File: src/rtl/bcd_display_pkg.sv
// -----------------------------------------------------------------------------
// bcd_display_pkg
// Shared definitions for the multiplexed BCD seven-segment display block:
//   - scanState_t : scanner FSM states (IDLE = nothing received yet, SCAN)
//   - SEG_0..SEG_9: active-high segment patterns, bit0 = a ... bit6 = g
//   - SEG_DASH    : pattern shown for the non-decimal codes 10..15
// No ports (package).
// -----------------------------------------------------------------------------
package bcd_display_pkg;

  typedef enum logic {
    IDLE = 1'b0,
    SCAN = 1'b1
  } scanState_t;

  localparam logic [6:0] SEG_0    = 7'h3F;
  localparam logic [6:0] SEG_1    = 7'h06;
  localparam logic [6:0] SEG_2    = 7'h5B;
  localparam logic [6:0] SEG_3    = 7'h4F;
  localparam logic [6:0] SEG_4    = 7'h66;
  localparam logic [6:0] SEG_5    = 7'h6D;
  localparam logic [6:0] SEG_6    = 7'h7D;
  localparam logic [6:0] SEG_7    = 7'h07;
  localparam logic [6:0] SEG_8    = 7'h7F;
  localparam logic [6:0] SEG_9    = 7'h6F;
  localparam logic [6:0] SEG_DASH = 7'h40;

endpackage

File: src/rtl/bcd_seg_scan_if.sv
// -----------------------------------------------------------------------------
// bcd_seg_scan_if
// Bundles the digit-source side and the display-drive side of bcd_seg_scan.
//   digitsIn    [numberOfDigits-1:0][3:0] BCD digits, index 0 = least significant
//   digitsValid 1                         single-cycle strobe, digitsIn complete
//   segOut      7                         segment pattern, active-high
//   digitSel    numberOfDigits            one-hot active-high digit enable
//   frameStart  1                         pulse on the first cycle of a frame
// Modports: master = digit source / display consumer, slave = the scanner.
// -----------------------------------------------------------------------------
interface bcd_seg_scan_if #(
  parameter int numberOfDigits = 3
);

  logic [numberOfDigits-1:0][3:0] digitsIn;
  logic                           digitsValid;
  logic [6:0]                     segOut;
  logic [numberOfDigits-1:0]      digitSel;
  logic                           frameStart;

  modport master (
    output digitsIn,
    output digitsValid,
    input  segOut,
    input  digitSel,
    input  frameStart
  );

  modport slave (
    input  digitsIn,
    input  digitsValid,
    output segOut,
    output digitSel,
    output frameStart
  );

endinterface

File: src/rtl/bcd_to_seg7.sv
// -----------------------------------------------------------------------------
// bcd_to_seg7
// Purely combinational BCD to seven-segment decoder. Codes 10..15 are not
// decimal digits and show a dash so a converter fault is visible on the panel.
//   bcd [3:0] in  : BCD code
//   seg [6:0] out : active-high segments, bit0 = a ... bit6 = g
// -----------------------------------------------------------------------------
module bcd_to_seg7
  import bcd_display_pkg::*;
(
  input  logic [3:0] bcd,
  output logic [6:0] seg
);

  // Code to segment pattern lookup.
  always_comb begin
    seg = SEG_DASH;
    case (bcd)
      4'd0:    seg = SEG_0;
      4'd1:    seg = SEG_1;
      4'd2:    seg = SEG_2;
      4'd3:    seg = SEG_3;
      4'd4:    seg = SEG_4;
      4'd5:    seg = SEG_5;
      4'd6:    seg = SEG_6;
      4'd7:    seg = SEG_7;
      4'd8:    seg = SEG_8;
      4'd9:    seg = SEG_9;
      default: seg = SEG_DASH;
    endcase
  end

endmodule

File: src/rtl/bcd_seg_scan.sv
// -----------------------------------------------------------------------------
// bcd_seg_scan
// Time-multiplexed driver for a numberOfDigits-digit common seven-segment
// display. Digits are scanned from the most significant (numberOfDigits-1)
// down to 0; each digit is selected for scanDivider clocks, the first of which
// is an all-off dead cycle against ghosting. New results are double-buffered
// so a frame always shows one consistent value.
//
// Parameters:
//   numberOfDigits (>= 2)  number of BCD digits
//   scanDivider    (>= 4)  clocks per digit slot
// Ports:
//   clk  in   single clock, all logic on its rising edge
//   rst  in   synchronous active-high reset
//   bus  slave modport of bcd_seg_scan_if (digitsIn/digitsValid in,
//        segOut/digitSel/frameStart out, all outputs registered)
// Build option:
//   LEADING_ZERO_BLANK_EN  when defined, zero digits above the most
//                          significant nonzero digit are blanked (digit 0 is
//                          never blanked; digitSel still scans them).
// -----------------------------------------------------------------------------
module bcd_seg_scan
  import bcd_display_pkg::*;
#(
  parameter int numberOfDigits = 3,
  parameter int scanDivider    = 1000
) (
  input logic           clk,
  input logic           rst,
  bcd_seg_scan_if.slave bus
);

  localparam int PW = $clog2(scanDivider);
  localparam int IW = $clog2(numberOfDigits);
  localparam logic [PW-1:0] PRE_LAST = PW'(scanDivider - 1);
  localparam logic [IW-1:0] IDX_TOP  = IW'(numberOfDigits - 1);

  scanState_t                     state_r;
  logic [PW-1:0]                  prescaler_r;
  logic [IW-1:0]                  digitIdx_r;
  logic [numberOfDigits-1:0][3:0] displayReg_r;
  logic [numberOfDigits-1:0][3:0] pendingReg_r;
  logic                           pendingFlag_r;
  logic [6:0]                     segOut_r;
  logic [numberOfDigits-1:0]      digitSel_r;
  logic                           frameStart_r;

  logic [3:0]                     curDigit_s;
  logic [6:0]                     decoded_s;
  logic [numberOfDigits-1:0]      blankMask_s;
  logic [6:0]                     segNext_s;
  logic [numberOfDigits-1:0]      selNext_s;

  assign curDigit_s = displayReg_r[digitIdx_r];

  bcd_to_seg7 u_decode (
    .bcd (curDigit_s),
    .seg (decoded_s)
  );

`ifdef LEADING_ZERO_BLANK_EN
  // Mark each upper digit whose own value and every digit above it are zero.
  always_comb begin : leadBlank
    logic zerosAbove;
    zerosAbove  = 1'b1;
    blankMask_s = '0;
    for (int i = numberOfDigits - 1; i >= 1; i--) begin
      zerosAbove     = zerosAbove & (displayReg_r[i] == 4'd0);
      blankMask_s[i] = zerosAbove;
    end
  end
`else
  assign blankMask_s = '0;
`endif

  // Next output pattern from the current index/prescaler; prescaler 0 is dead time.
  always_comb begin
    segNext_s = 7'd0;
    selNext_s = '0;
    if (state_r == SCAN) begin
      if (blankMask_s[digitIdx_r]) begin
        segNext_s = 7'd0;
      end else begin
        segNext_s = decoded_s;
      end
      if (prescaler_r != '0) begin
        selNext_s[digitIdx_r] = 1'b1;
      end else begin
        selNext_s = '0;
      end
    end else begin
      segNext_s = 7'd0;
      selNext_s = '0;
    end
  end

  // Scanner FSM, double buffer and registered display outputs.
  always_ff @(posedge clk) begin
    if (rst) begin
      state_r       <= IDLE;
      prescaler_r   <= '0;
      digitIdx_r    <= IDX_TOP;
      displayReg_r  <= '0;
      pendingReg_r  <= '0;
      pendingFlag_r <= 1'b0;
      segOut_r      <= 7'd0;
      digitSel_r    <= '0;
      frameStart_r  <= 1'b0;
    end else begin
      segOut_r   <= segNext_s;
      digitSel_r <= selNext_s;
      case (state_r)
        IDLE: begin
          // The very first result goes straight to the display.
          if (bus.digitsValid) begin
            displayReg_r <= bus.digitsIn;
            state_r      <= SCAN;
            prescaler_r  <= '0;
            digitIdx_r   <= IDX_TOP;
            frameStart_r <= 1'b1;
          end else begin
            frameStart_r <= 1'b0;
          end
        end
        SCAN: begin
          frameStart_r <= 1'b0;
          if (prescaler_r == PRE_LAST) begin
            prescaler_r <= '0;
            if (digitIdx_r == '0) begin
              // Frame boundary: the only point where the shown value may change.
              digitIdx_r   <= IDX_TOP;
              frameStart_r <= 1'b1;
              if (pendingFlag_r) begin
                displayReg_r  <= pendingReg_r;
                pendingFlag_r <= 1'b0;
              end
            end else begin
              digitIdx_r <= digitIdx_r - IW'(1);
            end
          end else begin
            prescaler_r <= prescaler_r + PW'(1);
          end
          // Placed last so a strobe on the boundary edge re-arms pending
          // after the copy above (last assignment wins).
          if (bus.digitsValid) begin
            pendingReg_r  <= bus.digitsIn;
            pendingFlag_r <= 1'b1;
          end
        end
        default: begin
          state_r <= IDLE;
        end
      endcase
    end
  end

  assign bus.segOut     = segOut_r;
  assign bus.digitSel   = digitSel_r;
  assign bus.frameStart = frameStart_r;

endmodule

File: src/flat_wrapper.sv
// flat-port wrapper written by rule: the top's interface ports become plain ports
module bcd_seg_scan_flat import bcd_display_pkg::*;
#(
  parameter int numberOfDigits = 3,
  parameter int scanDivider    = 1000
)
  (clk, rst, bus_digitsIn, bus_digitsValid, bus_segOut, bus_digitSel, bus_frameStart);
  bcd_seg_scan_if #(.numberOfDigits(numberOfDigits)) bus_i ();
  input logic clk;
  input logic rst;
  input wire logic [$bits(bus_i.digitsIn)-1:0] bus_digitsIn;
  input wire logic [$bits(bus_i.digitsValid)-1:0] bus_digitsValid;
  output wire logic [$bits(bus_i.segOut)-1:0] bus_segOut;
  output wire logic [$bits(bus_i.digitSel)-1:0] bus_digitSel;
  output wire logic [$bits(bus_i.frameStart)-1:0] bus_frameStart;
  assign bus_i.digitsIn = bus_digitsIn;
  assign bus_i.digitsValid = bus_digitsValid;
  assign bus_segOut = bus_i.segOut;
  assign bus_digitSel = bus_i.digitSel;
  assign bus_frameStart = bus_i.frameStart;
  bcd_seg_scan #(.numberOfDigits(numberOfDigits), .scanDivider(scanDivider)) u_core (.clk(clk), .rst(rst), .bus(bus_i));
endmodule
File: config.mk
export PLATFORM = sky130hd
export DESIGN_NAME = bcd_seg_scan_flat
export DESIGN_NICKNAME = d
export VERILOG_FILES = /design/src/rtl/bcd_display_pkg.sv /design/src/rtl/bcd_seg_scan_if.sv /design/src/rtl/bcd_to_seg7.sv /design/src/rtl/bcd_seg_scan.sv /design/src/flat_wrapper.sv
export SDC_FILE = /design/constraint.sdc
export NUM_CORES = 1
export LEC_CHECK = 0
export BUFFER_PORTS_ARGS = -buffer_cell sky130_fd_sc_hd__buf_2
export CORE_MARGIN = 2
export CORE_UTILIZATION = 40
export CTS_CLUSTER_DIAMETER = 120
export DETAILED_ROUTE_END_ITERATION = 10
export SLEW_MARGIN = 25
export SYNTH_ARGS = -nofsm -noshare
export SYNTH_HDL_FRONTEND = slang
export SYNTH_SLANG_ARGS = --single-unit
File: constraint.sdc
create_clock -name clk -period 2.44 [get_ports clk]
set_input_delay 0.122 -clock clk [delete_from_list [all_inputs] [get_ports clk]]
set_output_delay 0.122 -clock clk [all_outputs]
set_load 0.01 [all_outputs]
==> impl_metrics.py, run 1 <==
metrics = {
    "synth": {
        "syn_inst": 270,
        "synth-seq-area-share": 0.409,
        "yosysWarnings": 0,
        "ys_async_sr_fraction": 0,
        "synth_seq_cells": 49,
        "avgSynthCellArea_um2": 8.89,
        "synth_cell_types": 44,
        "syn_area_um2": 2400,
        "synth-edff-count": 0,
        "syn_nets": 297,
        "dominantRegCellSynth": "dfxtp_1",
    },
    "power": {
        "clockPowerShare": 0.317,
        "power_density_nw_per_um2": 594,
        "intPower_mw": 1.14,
        "p_comb_frac": 0.136,
        "sequentialPowerShare": 0.547,
        "power.leakage_nw": 1.03,
        "p_sw_frac": 0.279,
        "switchingPower_mw": 0.439,
        "power_mw": 1.57,
        "ir_drop_mv": 0.351,
    },
    "finish": {
        "drive_above_1_share": 0.173,
        "post-route-util": 0.453,
        "nFillCells": 556,
        "seqCellArea_um2": 981,
        "area_delta_synth_final_pct": 10.5,
        "final_cells": 364,
        "multiInputGateArea_um2": 1310,
        "diodes": 0,
        "design_area_um2": 2650,
        "fin_nets": 315,
    },
    "sta": {
        "relSlewSlack": 0.487,
        "maxSlewViolCount": 0,
        "min_period_ps": 2100,
        "rsz0062_at_grt": "false",
        "hold_viol": 0,
        "setup_viol": 0,
        "finClkSkew_ps": 9.50,
        "clock.fmax_mhz": 475,
        "tightest_slew_ps": 768,
        "fin_tns_setup_ps": 0,
        "min_period_over_period": 0.862,
    },
    "critical_path": {
        "worst-r2r-setup-slack_ps": 340,
        "worstSetupPathType": "reg2reg",
        "reg2reg_to": "u_core.displayReg_r[4]",
        "cp_max_fo": 13,
        "rr_worst_depth": 6,
        "crit_start": "u_core.digitIdx_r[0]",
        "reg2reg_from": "u_core.digitIdx_r[0]",
        "endpoint_kind": "register",
        "start_kind": "register",
        "cp.arrival_ps": 2330,
        "worstPathRequired_ps": 2670,
    },
    "die": {
        "die_w_um": 81.5,
        "die-area_um2": 6640,
        "rows": 28,
        "ios": 26,
        "core_um2": 5850,
        "start_util": 0.410,
        "die_y_um": 81.5,
    },
    "placement": {
        "io_buffers": 25,
        "globalplace.congestion": 0.776,
        "placedCellCount": 356,
        "dpl_cell_area_um2": 2560,
        "post-dp-hpwl_mm": 3.40,
    },
    "worst_hold_path": {
        "min_delay_worst_endpoint": "u_core.pendingReg_r[2]",
        "hold_path_startpoint": "bus_digitsIn[2]",
        "min_path_cells": 3,
        "hold_path.class": "in2reg",
    },
    "clock_tree": {
        "cts_tree": "yes",
        "clockBufferDepth": 2,
        "cts_htree_levels": 2,
        "clk_pin_slew_worst_paths_ps": 100,
        "clock_latency_ps": 310,
        "cts_resized": 0,
        "post_cts_buffers": 0,
        "cts_root_buf": "clkbuf_8",
        "cts_sinks": 49,
        "ctsHoldBuffers": 0,
        "cts-buffers-inserted": 5,
    },
    "detailed_routing": {
        "ant_nets": 0,
        "wl_per_cell_um": 13.1,
        "dr.pass1.iters": 4,
        "via_per_inst": 5.24,
        "drt-initial-drc-count": 136,
        "dr_total_vias": 1908,
        "route.detailed.drc": 0,
        "wl_mm": 4.78,
    },
    "grt": {
        "grt.overflow.total": 0,
        "antenna_found_initial": 0,
        "grt_pass1_wl_mm": 8.14,
        "grt_max_degree": 38,
        "grt_pass1_vias": 1714,
        "track_usage": 0.157,
    },
    "flow_run": {
        "cap_viol_max_count": 0,
    },
    "run_status": {
        "status": "complete, no violations",
    },
}
metal layers:
metal | track usage | vias to the layer above | wire [um]
li1 | - | 1003 | -
met1 | 0.217 | 871 | 2420
met2 | 0.246 | 29 | 2160
met3 | 0.0330 | 5 | 152
met4 | 0.0508 | 0 | 44
met5 | 0 | - | 0
power by group through the flow:
| stage | Sequential, mW | Combinational, mW | Clock [mW] |
|---|---|---|---|
| 3_3_place_gp | 0.881 | 0.212 | 0 |
| 5_1_grt | 0.866 | 0.241 | 0.547 |
| 3_5_place_dp | 0.880 | 0.215 | 0 |
| 4_1_cts | 0.861 | 0.217 | 0.522 |
| 6_report | 0.861 | 0.214 | 0.500 |
| 2_1_floorplan | 0.876 | 0.161 | 0 |
placed cells by master, fill, tap and decap left out, types with 5 or more instances in the layout:
cell type,instances
a211oi_2,10
a21oi_1,25
buf_2,25
clkbuf_8,5
dfxtp_1,49
ha_1,12
inv_1,10
mux2i_1,18
nand2_1,40
nand3_1,8
nor2_1,10
nor3_1,15
o21ai_0,7
how the worst max path moves through the flow:
| stage | cells after the start | endpoint |
|---|---|---|
| after detailed placement | 6 | u_core.displayReg_r[5] |
| after global placement | 6 | u_core.displayReg_r[5] |
| final | 6 | u_core.displayReg_r[4] |
| after floorplan | 8 | u_core.displayReg_r[0] |
| after global routing | 6 | u_core.displayReg_r[4] |
| after CTS | 6 | u_core.displayReg_r[5] |
per-stage QoR:
stage	worst slack, ps	hold WS (ps)
floorplan	677	258
global placement	453	374
detailed placement	338	381
CTS	336	37.8
global route	174	37.1
finish	337	47.7
area by class of cell:
type / count / area share
timing repair buffer: 27 / 0.0528
clock buffer: 5 / 0.0259
sequential: 49 / 0.370
multi-input combinational: 195 / 0.492
inverter: 10 / 0.0142
tap: 75 / 0.0354
clock inverter: 3 / 0.00943
cell usage after synthesis (3+ instances only):
master	number	area [um^2]
nand2b_1	3	18.8
a21o_1	4	30.0
inv_1	10	37.5
dfxtp_1	49	981
and2_1	4	25.0
and3_1	3	18.8
o22a_1	4	35.0
mux2i_1	18	180
a211oi_2	10	125
buf_2	4	20.0
nand2_1	40	150
nor3_1	15	75.1
ha_1	12	150
nand3_1	8	40.0
o21ai_0	7	35.0
clkbuf_1	8	30.0
a31oi_1	4	25.0
nor2_1	10	37.5
a21oi_1	25	125
worst max-delay path: stages, from the launching register on:
cell and delay (ps):
dfxtp_1 640, inv_1 170, ha_1 270, and3_1 190, and4_4 230, or2_4 320, a211oi_1 210
cell families (layout without fill, tap and decap cells):
logic type,Yosys count,after routing,share of synthesized area
fa+ha+maj,12,12,0.0625
mux,19,19,0.0797
simple gates,96,96,0.197
flops,49,49,0.409
buf+inv,26,45,0.0474
compound gates,68,68,0.205
flip-flops by register name (all words and copies together), names as in the netlist:
name	flops
u_core.displayReg_r	12
u_core.pendingReg_r	12
u_core.prescaler_r	10
u_core.bus.segOut	7
u_core.bus.digitSel	3
u_core.digitIdx_r	2
u_core.bus.frameStart	1
u_core.pendingFlag_r	1
u_core.state_r	1
(Power assumes the default switching activity.)
==> run 2: changes to the inputs <==
Settings changed: CORE_MARGIN 2 to 5, CTS_CLUSTER_SIZE set to 30, SETUP_SLACK_MARGIN set to 0.15.
==> impl_metrics.py, run 2 (synthesized netlist as in run 1, its figures left out) <==
metrics = {
    "die": {
        "core_um2": 5890,
        "die_w_um": 87.5,
        "start_util": 0.408,
        "die-area_um2": 7650,
        "rows": 28,
        "die_y_um": 87.5,
        "ios": 26,
    },
    "sta": {
        "min_period_over_period": 0.851,
        "rsz0062_at_grt": "false",
        "finClkSkew_ps": 15.5,
        "tightest_slew_ps": 912,
        "maxSlewViolCount": 0,
        "min_period_ps": 2080,
        "relSlewSlack": 0.391,
        "hold_viol": 0,
        "clock.fmax_mhz": 482,
        "fin_tns_setup_ps": 0,
        "setup_viol": 0,
    },
    "finish": {
        "final_cell_mix": "49 x dfxtp_1, 40 x nand2_1, 25 x a21oi_1, 25 x buf_2, 18 x mux2i_1",
        "nFillCells": 608,
        "final_common_cell": "dfxtp_1",
        "drive_above_1_share": 0.173,
        "diodes": 0,
        "design_area_um2": 2650,
        "fin_nets": 315,
        "area_delta_synth_final_pct": 10.5,
        "reg_top3": "u_core.displayReg_r: 12 flops, u_core.pendingReg_r: 12 flops, u_core.prescaler_r: 10 flops",
    },
    "critical_path": {
        "cp_max_fo": 13,
        "crit_family": "simple AND/OR/NAND/NOR gates",
        "endpoint_kind": "register",
        "crit_buf_inv": 1,
        "start_kind": "register",
        "rr_worst_depth": 6,
        "reg2reg_to": "u_core.displayReg_r[5]",
        "worstPathRequired_ps": 2680,
        "cp_cell_sequence": "inv_1 -> ha_1 -> and3_1 -> and4_4 -> or2_4 -> a211oi_1",
        "cpPeakStageDelay_ps": 630,
        "worst-r2r-setup-slack_ps": 360,
        "reg2reg_from": "u_core.digitIdx_r[0]",
        "cp.arrival_ps": 2320,
        "slowest_stage": "dfxtp_1",
        "worstSetupPathType": "reg2reg",
    },
    "power": {
        "p_comb_frac": 0.134,
        "p_sw_frac": 0.281,
        "power_mw": 1.59,
        "switchingPower_mw": 0.447,
        "intPower_mw": 1.14,
        "power_density_nw_per_um2": 599,
        "power.leakage_nw": 1.03,
        "sequentialPowerShare": 0.542,
        "clockPowerShare": 0.324,
        "ir_drop_mv": 0.324,
    },
    "detailed_routing": {
        "drt-initial-drc-count": 98,
        "wl_per_cell_um": 13.2,
        "ant_nets": 0,
        "dr.pass1.iters": 4,
        "route.detailed.drc": 0,
        "wl_mm": 4.82,
        "via_per_inst": 5.23,
        "dr_total_vias": 1905,
    },
    "clock_tree": {
        "cts-buffers-inserted": 5,
        "cts_tree": "yes",
        "ctsHoldBuffers": 0,
        "cts_sinks": 49,
        "cts_resized": 0,
        "clock_latency_ps": 310,
        "cts_root_buf": "clkbuf_8",
        "clockBufferDepth": 2,
        "clk_pin_slew_worst_paths_ps": 110,
        "cts_htree_levels": 2,
        "post_cts_buffers": 0,
    },
    "grt": {
        "grt_max_degree": 30,
        "busiest_layer": "met1",
        "track_usage": 0.131,
        "grt_pass1_wl_mm": 8.05,
        "grt_util_met3": 0.0341,
        "antenna_found_initial": 0,
        "grt.overflow.total": 0,
        "met2_usage": 0.187,
        "use_met1": 0.191,
        "grt_pass1_vias": 1666,
    },
    "worst_hold_path": {
        "min_delay_worst_endpoint": "u_core.pendingReg_r[6]",
        "hold_path_startpoint": "bus_digitsIn[6]",
        "min_path_cells": 3,
        "hold_path.class": "in2reg",
    },
    "flow_run": {
        "cap_viol_max_count": 0,
    },
    "run_status": {
        "status": "complete, no violations",
    },
    "placement": {
        "globalplace.congestion": 0.777,
        "io_buffers": 25,
        "post-dp-hpwl_mm": 3.41,
        "dpl_cell_area_um2": 2560,
    },
}
[run 2: changes by cell type in the layout (fill, tap and decap cells not counted), sizes merged]
cell,delta
clkinvlp,-1
inv,+2
clkinv,-1
[run 2: area by class of cell]
type	instances	area, um^2	share of cell area
multi-input combinational	195	1310	0.492
sequential	49	981	0.370
timing repair buffer	27	140	0.0528
tap	75	93.8	0.0354
clock buffer	5	68.8	0.0259
inverter	10	37.5	0.0141
clock inverter	3	26.3	0.00990
[run 2: worst register-to-register path, stage by stage (launching register included)]
cell	delay, ps
dfxtp_1	630
inv_1	160
ha_1	260
and3_1	190
and4_4	240
or2_4	330
a211oi_1	210
[run 2: worst max path at each step]
stage / start / end / slack (ps) / cells past startpoint
detailed placement: u_core.digitIdx_r[0] / u_core.displayReg_r[5] / 380 / 6
finish: u_core.digitIdx_r[0] / u_core.displayReg_r[5] / 360 / 6
global route: u_core.digitIdx_r[0] / u_core.displayReg_r[5] / 230 / 6
global placement: u_core.digitIdx_r[0] / u_core.displayReg_r[4] / 450 / 6
floorplan: u_core.digitIdx_r[0] / u_core.displayReg_r[0] / 680 / 8
CTS: u_core.digitIdx_r[0] / u_core.displayReg_r[5] / 360 / 6
[run 2: per-layer routing]
| metal | up-vias | wire [um] |
|---|---|---|
| li1 | 1004 | - |
| met1 | 870 | 2480 |
| met2 | 26 | 2100 |
| met3 | 5 | 192 |
| met4 | 0 | 46 |
| met5 | - | 0 |
[run 2: through the flow]
stage,utilization,hold WS [ps],setup slack (ps),instances
after floorplan,-,258,677,270
after detailed placement,0.435,379,378,356
after global routing,0.451,27.7,232,364
final,0.451,44.3,364,364
after CTS,0.451,31.7,355,364
after global placement,0.435,375,450,356
[run 2: power groups by stage]
stage          clock network [mW]  registers [mW]  logic, mW
2_1_floorplan                   0           0.876      0.161
3_3_place_gp                    0           0.881      0.212
3_5_place_dp                    0           0.879      0.215
4_1_cts                     0.534           0.861      0.216
5_1_grt                     0.575           0.867      0.240
6_report                    0.515           0.860      0.213
